[config.mk]
export PLATFORM = sky130hd
export DESIGN_NAME = pipelined_adder_flat
export DESIGN_NICKNAME = d
export VERILOG_FILES = /design/src/rtl/pipelined_adder_if.sv /design/src/rtl/pipelined_adder.sv /design/src/flat_wrapper.sv
export SDC_FILE = /design/constraint.sdc
export NUM_CORES = 1
export LEC_CHECK = 0
export ABC_AREA = 1
export CAP_MARGIN = 20
export CORE_UTILIZATION = 50
export DETAILED_ROUTE_END_ITERATION = 8
export GPL_ROUTABILITY_DRIVEN = 0
export MAX_ROUTING_LAYER = met4
export PLACE_DENSITY_LB_ADDON = 0.05
export SLEW_MARGIN = 10
export SYNTH_ARGS = -nofsm -noshare
export SYNTH_HDL_FRONTEND = slang
export SYNTH_SLANG_ARGS = --single-unit
[constraint.sdc]
create_clock -name clk -period 4.95 [get_ports clk]
set_clock_uncertainty 0.15 [all_clocks]
set_input_delay 0.99 -clock clk [delete_from_list [all_inputs] [get_ports clk]]
set_output_delay 0.99 -clock clk [all_outputs]
set_load 0.02 [all_outputs]
[src/rtl/pipelined_adder_if.sv]
`default_nettype none
// ============================================================================
//  Module      : pipelined_adder_if
//  Description : Operand/result handshake bundle for pipelined_adder.
//                The master side supplies operands and result back-pressure;
//                the slave side (the adder) returns in_ready and the result.
//  Revision    : 1.0  initial release
// ============================================================================
interface pipelined_adder_if #(
  parameter int WIDTH = 32
);
  logic             in_valid;
  logic             in_ready;
  logic [WIDTH-1:0] x;
  logic [WIDTH-1:0] y;
  logic             carry_in;
  logic             sub;
  logic             out_valid;
  logic             out_ready;
  logic [WIDTH-1:0] sum;
  logic             carry_output_bit;
  logic             overflow;

  modport master (
    output in_valid, x, y, carry_in, sub, out_ready,
    input  in_ready, out_valid, sum, carry_output_bit, overflow
  );

  modport slave (
    input  in_valid, x, y, carry_in, sub, out_ready,
    output in_ready, out_valid, sum, carry_output_bit, overflow
  );
endinterface
`default_nettype wire

[src/rtl/pipelined_adder.sv]
`default_nettype none
// ============================================================================
//  Module      : pipelined_adder
//  Description : Streaming adder/subtractor, x + (sub ? ~y : y) + carry_in.
//                One CHUNK-bit slice is added per pipeline stage and the
//                carry ripples between stages through registers. Signed
//                overflow and carry-out are reported with each result.
//                Valid/ready on both sides with a single global advance
//                enable: the whole pipe moves or the whole pipe holds.
//  Revision    : 1.0  initial release
// ============================================================================
module pipelined_adder #(
  parameter int WIDTH = 32,
  parameter int CHUNK = 8
) (
  input  wire logic         clk,
  input  wire logic         rst,
  pipelined_adder_if.slave  bus
);

  localparam int STAGES = WIDTH / CHUNK;
  localparam int LAST   = STAGES - 1;

  if ((CHUNK < 1) || (WIDTH % CHUNK != 0)) begin : g_param_check
    $error("pipelined_adder: WIDTH (%0d) must be a positive multiple of CHUNK (%0d)", WIDTH, CHUNK);
  end

  // Per-stage state. r_acc carries the finished low sum bits with the
  // not-yet-added x bits above them, so each stage only overwrites its slice.
  // r_y holds y_eff; its top bit doubles as the y_eff sign for overflow.
  logic             r_valid [STAGES];
  logic [WIDTH-1:0] r_acc   [STAGES];
  logic [WIDTH-1:0] r_y     [STAGES];
  logic             r_c     [STAGES];
  logic             r_sx    [STAGES];

  logic             w_en;
  logic [WIDTH-1:0] w_y_eff;
  logic [CHUNK:0]   w_slice [STAGES];

  // The pipe advances whenever the output register is empty or being taken.
  assign w_en         = bus.out_ready | ~r_valid[LAST];
  assign bus.in_ready = w_en;
  assign w_y_eff      = bus.sub ? ~bus.y : bus.y;

  // Slice 0 adds straight from the inputs with the external carry.
  assign w_slice[0] = {1'b0, bus.x[CHUNK-1:0]} + {1'b0, w_y_eff[CHUNK-1:0]}
                    + {{CHUNK{1'b0}}, bus.carry_in};

  for (genvar k = 1; k < STAGES; k++) begin : g_slice
    // Slice k adds the operands carried by stage k-1 and its stored carry.
    assign w_slice[k] = {1'b0, r_acc[k-1][k*CHUNK +: CHUNK]}
                      + {1'b0, r_y[k-1][k*CHUNK +: CHUNK]}
                      + {{CHUNK{1'b0}}, r_c[k-1]};
  end

  // Pipeline registers: clear on reset, shift every stage together on w_en.
  always_ff @(posedge clk) begin
    if (rst) begin
      for (int k = 0; k < STAGES; k++) begin
        r_valid[k] <= 1'b0;
        r_acc[k]   <= '0;
        r_y[k]     <= '0;
        r_c[k]     <= 1'b0;
        r_sx[k]    <= 1'b0;
      end
    end else if (w_en) begin
      r_valid[0] <= bus.in_valid;
      // Bubbles load zeros so stored carries and flags never pick up
      // unknown operand values presented without in_valid.
      if (bus.in_valid) begin
        r_acc[0]              <= bus.x;
        r_acc[0][CHUNK-1:0]   <= w_slice[0][CHUNK-1:0];
        r_y[0]                <= w_y_eff;
        r_c[0]                <= w_slice[0][CHUNK];
        r_sx[0]               <= bus.x[WIDTH-1];
      end else begin
        r_acc[0] <= '0;
        r_y[0]   <= '0;
        r_c[0]   <= 1'b0;
        r_sx[0]  <= 1'b0;
      end
      for (int k = 1; k < STAGES; k++) begin
        r_valid[k]                  <= r_valid[k-1];
        r_acc[k]                    <= r_acc[k-1];
        r_acc[k][k*CHUNK +: CHUNK]  <= w_slice[k][CHUNK-1:0];
        r_y[k]                      <= r_y[k-1];
        r_c[k]                      <= w_slice[k][CHUNK];
        r_sx[k]                     <= r_sx[k-1];
      end
    end
  end

  assign bus.out_valid        = r_valid[LAST];
  assign bus.sum              = r_acc[LAST];
  assign bus.carry_output_bit = r_c[LAST];
  assign bus.overflow         = (r_sx[LAST] == r_y[LAST][WIDTH-1])
                              & (r_acc[LAST][WIDTH-1] != r_sx[LAST]);

endmodule
`default_nettype wire

[src/flat_wrapper.sv]
// flat-port wrapper written by rule: the top's interface ports become plain ports
module pipelined_adder_flat 
#(
  parameter int WIDTH = 32,
  parameter int CHUNK = 8
)
  (clk, rst, bus_in_valid, bus_x, bus_y, bus_carry_in, bus_sub, bus_out_ready, bus_in_ready, bus_out_valid, bus_sum, bus_carry_output_bit, bus_overflow);
  pipelined_adder_if #(.WIDTH(WIDTH)) bus_i ();
  input  wire logic clk;
  input  wire logic rst;
  input wire logic [$bits(bus_i.in_valid)-1:0] bus_in_valid;
  input wire logic [$bits(bus_i.x)-1:0] bus_x;
  input wire logic [$bits(bus_i.y)-1:0] bus_y;
  input wire logic [$bits(bus_i.carry_in)-1:0] bus_carry_in;
  input wire logic [$bits(bus_i.sub)-1:0] bus_sub;
  input wire logic [$bits(bus_i.out_ready)-1:0] bus_out_ready;
  output wire logic [$bits(bus_i.in_ready)-1:0] bus_in_ready;
  output wire logic [$bits(bus_i.out_valid)-1:0] bus_out_valid;
  output wire logic [$bits(bus_i.sum)-1:0] bus_sum;
  output wire logic [$bits(bus_i.carry_output_bit)-1:0] bus_carry_output_bit;
  output wire logic [$bits(bus_i.overflow)-1:0] bus_overflow;
  assign bus_i.in_valid = bus_in_valid;
  assign bus_i.x = bus_x;
  assign bus_i.y = bus_y;
  assign bus_i.carry_in = bus_carry_in;
  assign bus_i.sub = bus_sub;
  assign bus_i.out_ready = bus_out_ready;
  assign bus_in_ready = bus_i.in_ready;
  assign bus_out_valid = bus_i.out_valid;
  assign bus_sum = bus_i.sum;
  assign bus_carry_output_bit = bus_i.carry_output_bit;
  assign bus_overflow = bus_i.overflow;
  pipelined_adder #(.WIDTH(WIDTH), .CHUNK(CHUNK)) u_core (.clk(clk), .rst(rst), .bus(bus_i));
endmodule
==> flow_metrics.tcl <==
set metrics [dict create \
    cap_violations 0 \
    firstDrtPassIters 4 \
    fin_nets 1015 \
    dp_slack_ns 1.248 \
    gr-total-overflow 0 \
    synth_area_mm2 0.008653 \
    syn_nets 910 \
    synth-seq-cells 186 \
    cts-buffers-inserted 17 \
    total_power_mw 3.803 \
    clock_latency_ns 0.42 \
    cts_sinks 186 \
    clk_pin_slew_ns 0.06 \
    max_stage_delay_ns 0.62 \
    cts_tree "built" \
    arrival_ns 2.24 \
    p_leak_nw 4.496 \
    finalWirelength_um 13940 \
    antenna_found_initial 0 \
    first_iter_violations 256 \
    tightest_slew_ns 0.9479 \
    route.detailed.wl_per_inst_um 12.21 \
    finalCritPeriodShare_pct 68.33 \
    relSlewSlack_pct 36.81 \
    ant_nets 0 \
    grt_use_met3_pct 3.311 \
    grt_pass1_wl_um 22850 \
    rsz0062_at_grt "false" \
    setup_tns_ns 0 \
    cp.required_ns 3.81 \
    cp_max_fo 3 \
    path_buf_inv 3 \
    antenna_cells 0 \
    drc 0 \
    hold_path.class "reg2reg" \
    outcome "complete, no violations" \
    drv_slew 0 \
    dieArea_mm2 0.01784 \
    grt_pass1_vias 5013 \
    fin_hold_ws_ns 0.3933 \
    avgSynthCellArea_um2 10.76 \
    dp_hpwl_um 9368 \
    htree_levels 4 \
    die_x_um 133.6 \
    critPathMostFrequentCell "clkdlybuf4s50_1" \
    io_buffer_count 105 \
    via_count 5310 \
    yosysWarnings 0 \
    grt_max_degree 130 \
    p_per_area_mw_per_mm2 364.4 \
    synth_largest_area_cell "edfxtp_1" \
    clock_path_buffers 2 \
    critPathKind "in2out" \
    fin_crit_ns 3.382 \
    cp-end-kind "output pin" \
    worstSetupStartpointType "primary input" \
    path_delay_family "buffers and inverters" \
    finalSetupViolCount 0 \
    use_met2_pct 27.17 \
    synthToLayoutAreaGrowth_pct 20.60 \
    synthTopCellsByArea "edfxtp_1, nor2_1, inv_1, ha_1, nand2_1" \
    ctsResizeCount 0 \
    avgViaCountPerCell 4.650 \
    vdd_drop_max_mv 0.2920 \
    final_util_pct 62.27 \
    crit_path_top_delay_cell "clkdlybuf4s50_1" \
    synth_cell_types 24 \
    grtUsageMet1_pct 21.55 \
    cts_root_buf "clkbuf_16" \
    io_pins 106 \
    drive_above_1_share_pct 4.555 \
    postCtsSetupRepairBufs 0 \
    max_freq_ghz 0.2957 \
    syn_inst 804 \
    rows 47 \
    coreArea_mm2 0.01676 \
    path_cells "clkdlybuf4s50_1 > inv_1 > nand2_4 > clkdlybuf4s50_1" \
    start_util_pct 51.63 \
    grt_most_used_layer "met2" \
    yosysSeqAreaShare_pct 64.55 \
    grt_use_total_pct 17.04 \
    hold_violations 0 \
    netlist.area_leader.share_pct 64.55 \
    setup_slack_ns 1.568 \
    ctsHoldBuffers 0 \
    die_h_um 133.6 \
]
-- state kept, by name (all words and copies together) (netlist names) --
name	cells
u_core.r_valid	4
u_core.r_c	4
u_core.r_sx	1
u_core.r_acc	128
u_core.r_y	49
-- final cells by class --
type                            count  area, um2
Clock buffer                       18      429.2
Timing Repair Buffer              109       1076
Inverter                          182      683.2
Fill cell                        1376       6324
Tap cell                          220      275.3
Sequential cell                   186       5585
Clock inverter                     14      131.4
Multi-Input combinational cell    413       2256
-- cell families after synthesis --
family,count (synthesis),share of synthesized area (%)
AND/OR/NAND/NOR,290,13.36
XOR/XNOR,32,3.239
adder cells (fa/ha/maj),36,5.899
AO/OA/AOI/OAI,55,3.355
buffers and inverters,205,9.601
flip-flops,186,64.55
-- layout by cell type, fill, tap and decap left out, types with 5 or more instances in the layout --
cell	synthesis	final
inv_1	178	178
clkinvlp_4	0	6
fa_1	8	8
nor2_1	179	179
edfxtp_1	186	186
nand2_1	79	77
o21ai_0	6	6
xor2_1	6	6
xnor2_1	26	26
a21oi_1	41	41
nand3_1	21	21
ha_1	28	28
clkdlybuf4s50_1	0	104
nand4_1	5	5
clkbuf_16	0	17
-- through the flow --
stage               area (um2)  instances
global placement          9876       1110
finish                   10440       1142
detailed placement        9876       1110
global route             10440       1142
CTS                      10440       1142
floorplan                 8656        804
-- worst reg2reg max path: cells and delay by family (launching register included) --
family           cells  cell delay, ns
and+or+nand+nor      3            1.41
DFF                  1            0.43
-- cell usage after synthesis --
master    count
o21ai_1       2
xnor2_1      26
o21bai_1      1
nor2_1      179
a21oi_1      41
buf_6         3
or2_1         3
o21ai_0       6
inv_1       178
fa_1          8
o21a_1        4
nand4_1       5
nand2_1      79
inv_2         4
nand3_2       1
nand2_4       2
edfxtp_1    186
buf_4         6
buf_2        13
nand3_1      21
clkbuf_1      1
a21o_1        1
ha_1         28
xor2_1        6
-- metal layers --
layer,share of wire [%],up-vias
li1,-,2752
met3,3.0,19
met5,0,-
met2,48,103
met1,47,2436
met4,1.8,0
-- power by group --
group	switching, mW	internal (mW)	total (mW)
Sequential	0.0489	1.92	1.97
Combinational	0.322	0.232	0.554
Clock	0.549	0.734	1.28
-- path summary, 6_finish.rpt --
| path | depth (start not counted) | slack (ns) | to | startpoint |
|---|---|---|---|---|
| setup reg to reg | 3 | 2.35 | u_core.r_acc[3][28] | u_core.r_valid[3] |
| hold / removal | 2 | 0.39 | u_core.r_y[1][26] | u_core.r_y[0][26] |
| hold reg to reg | 2 | 0.39 | u_core.r_y[1][26] | u_core.r_y[0][26] |
| setup / recovery | 4 | 1.57 | bus_in_ready | bus_out_ready |
(Power assumes the default switching activity.)
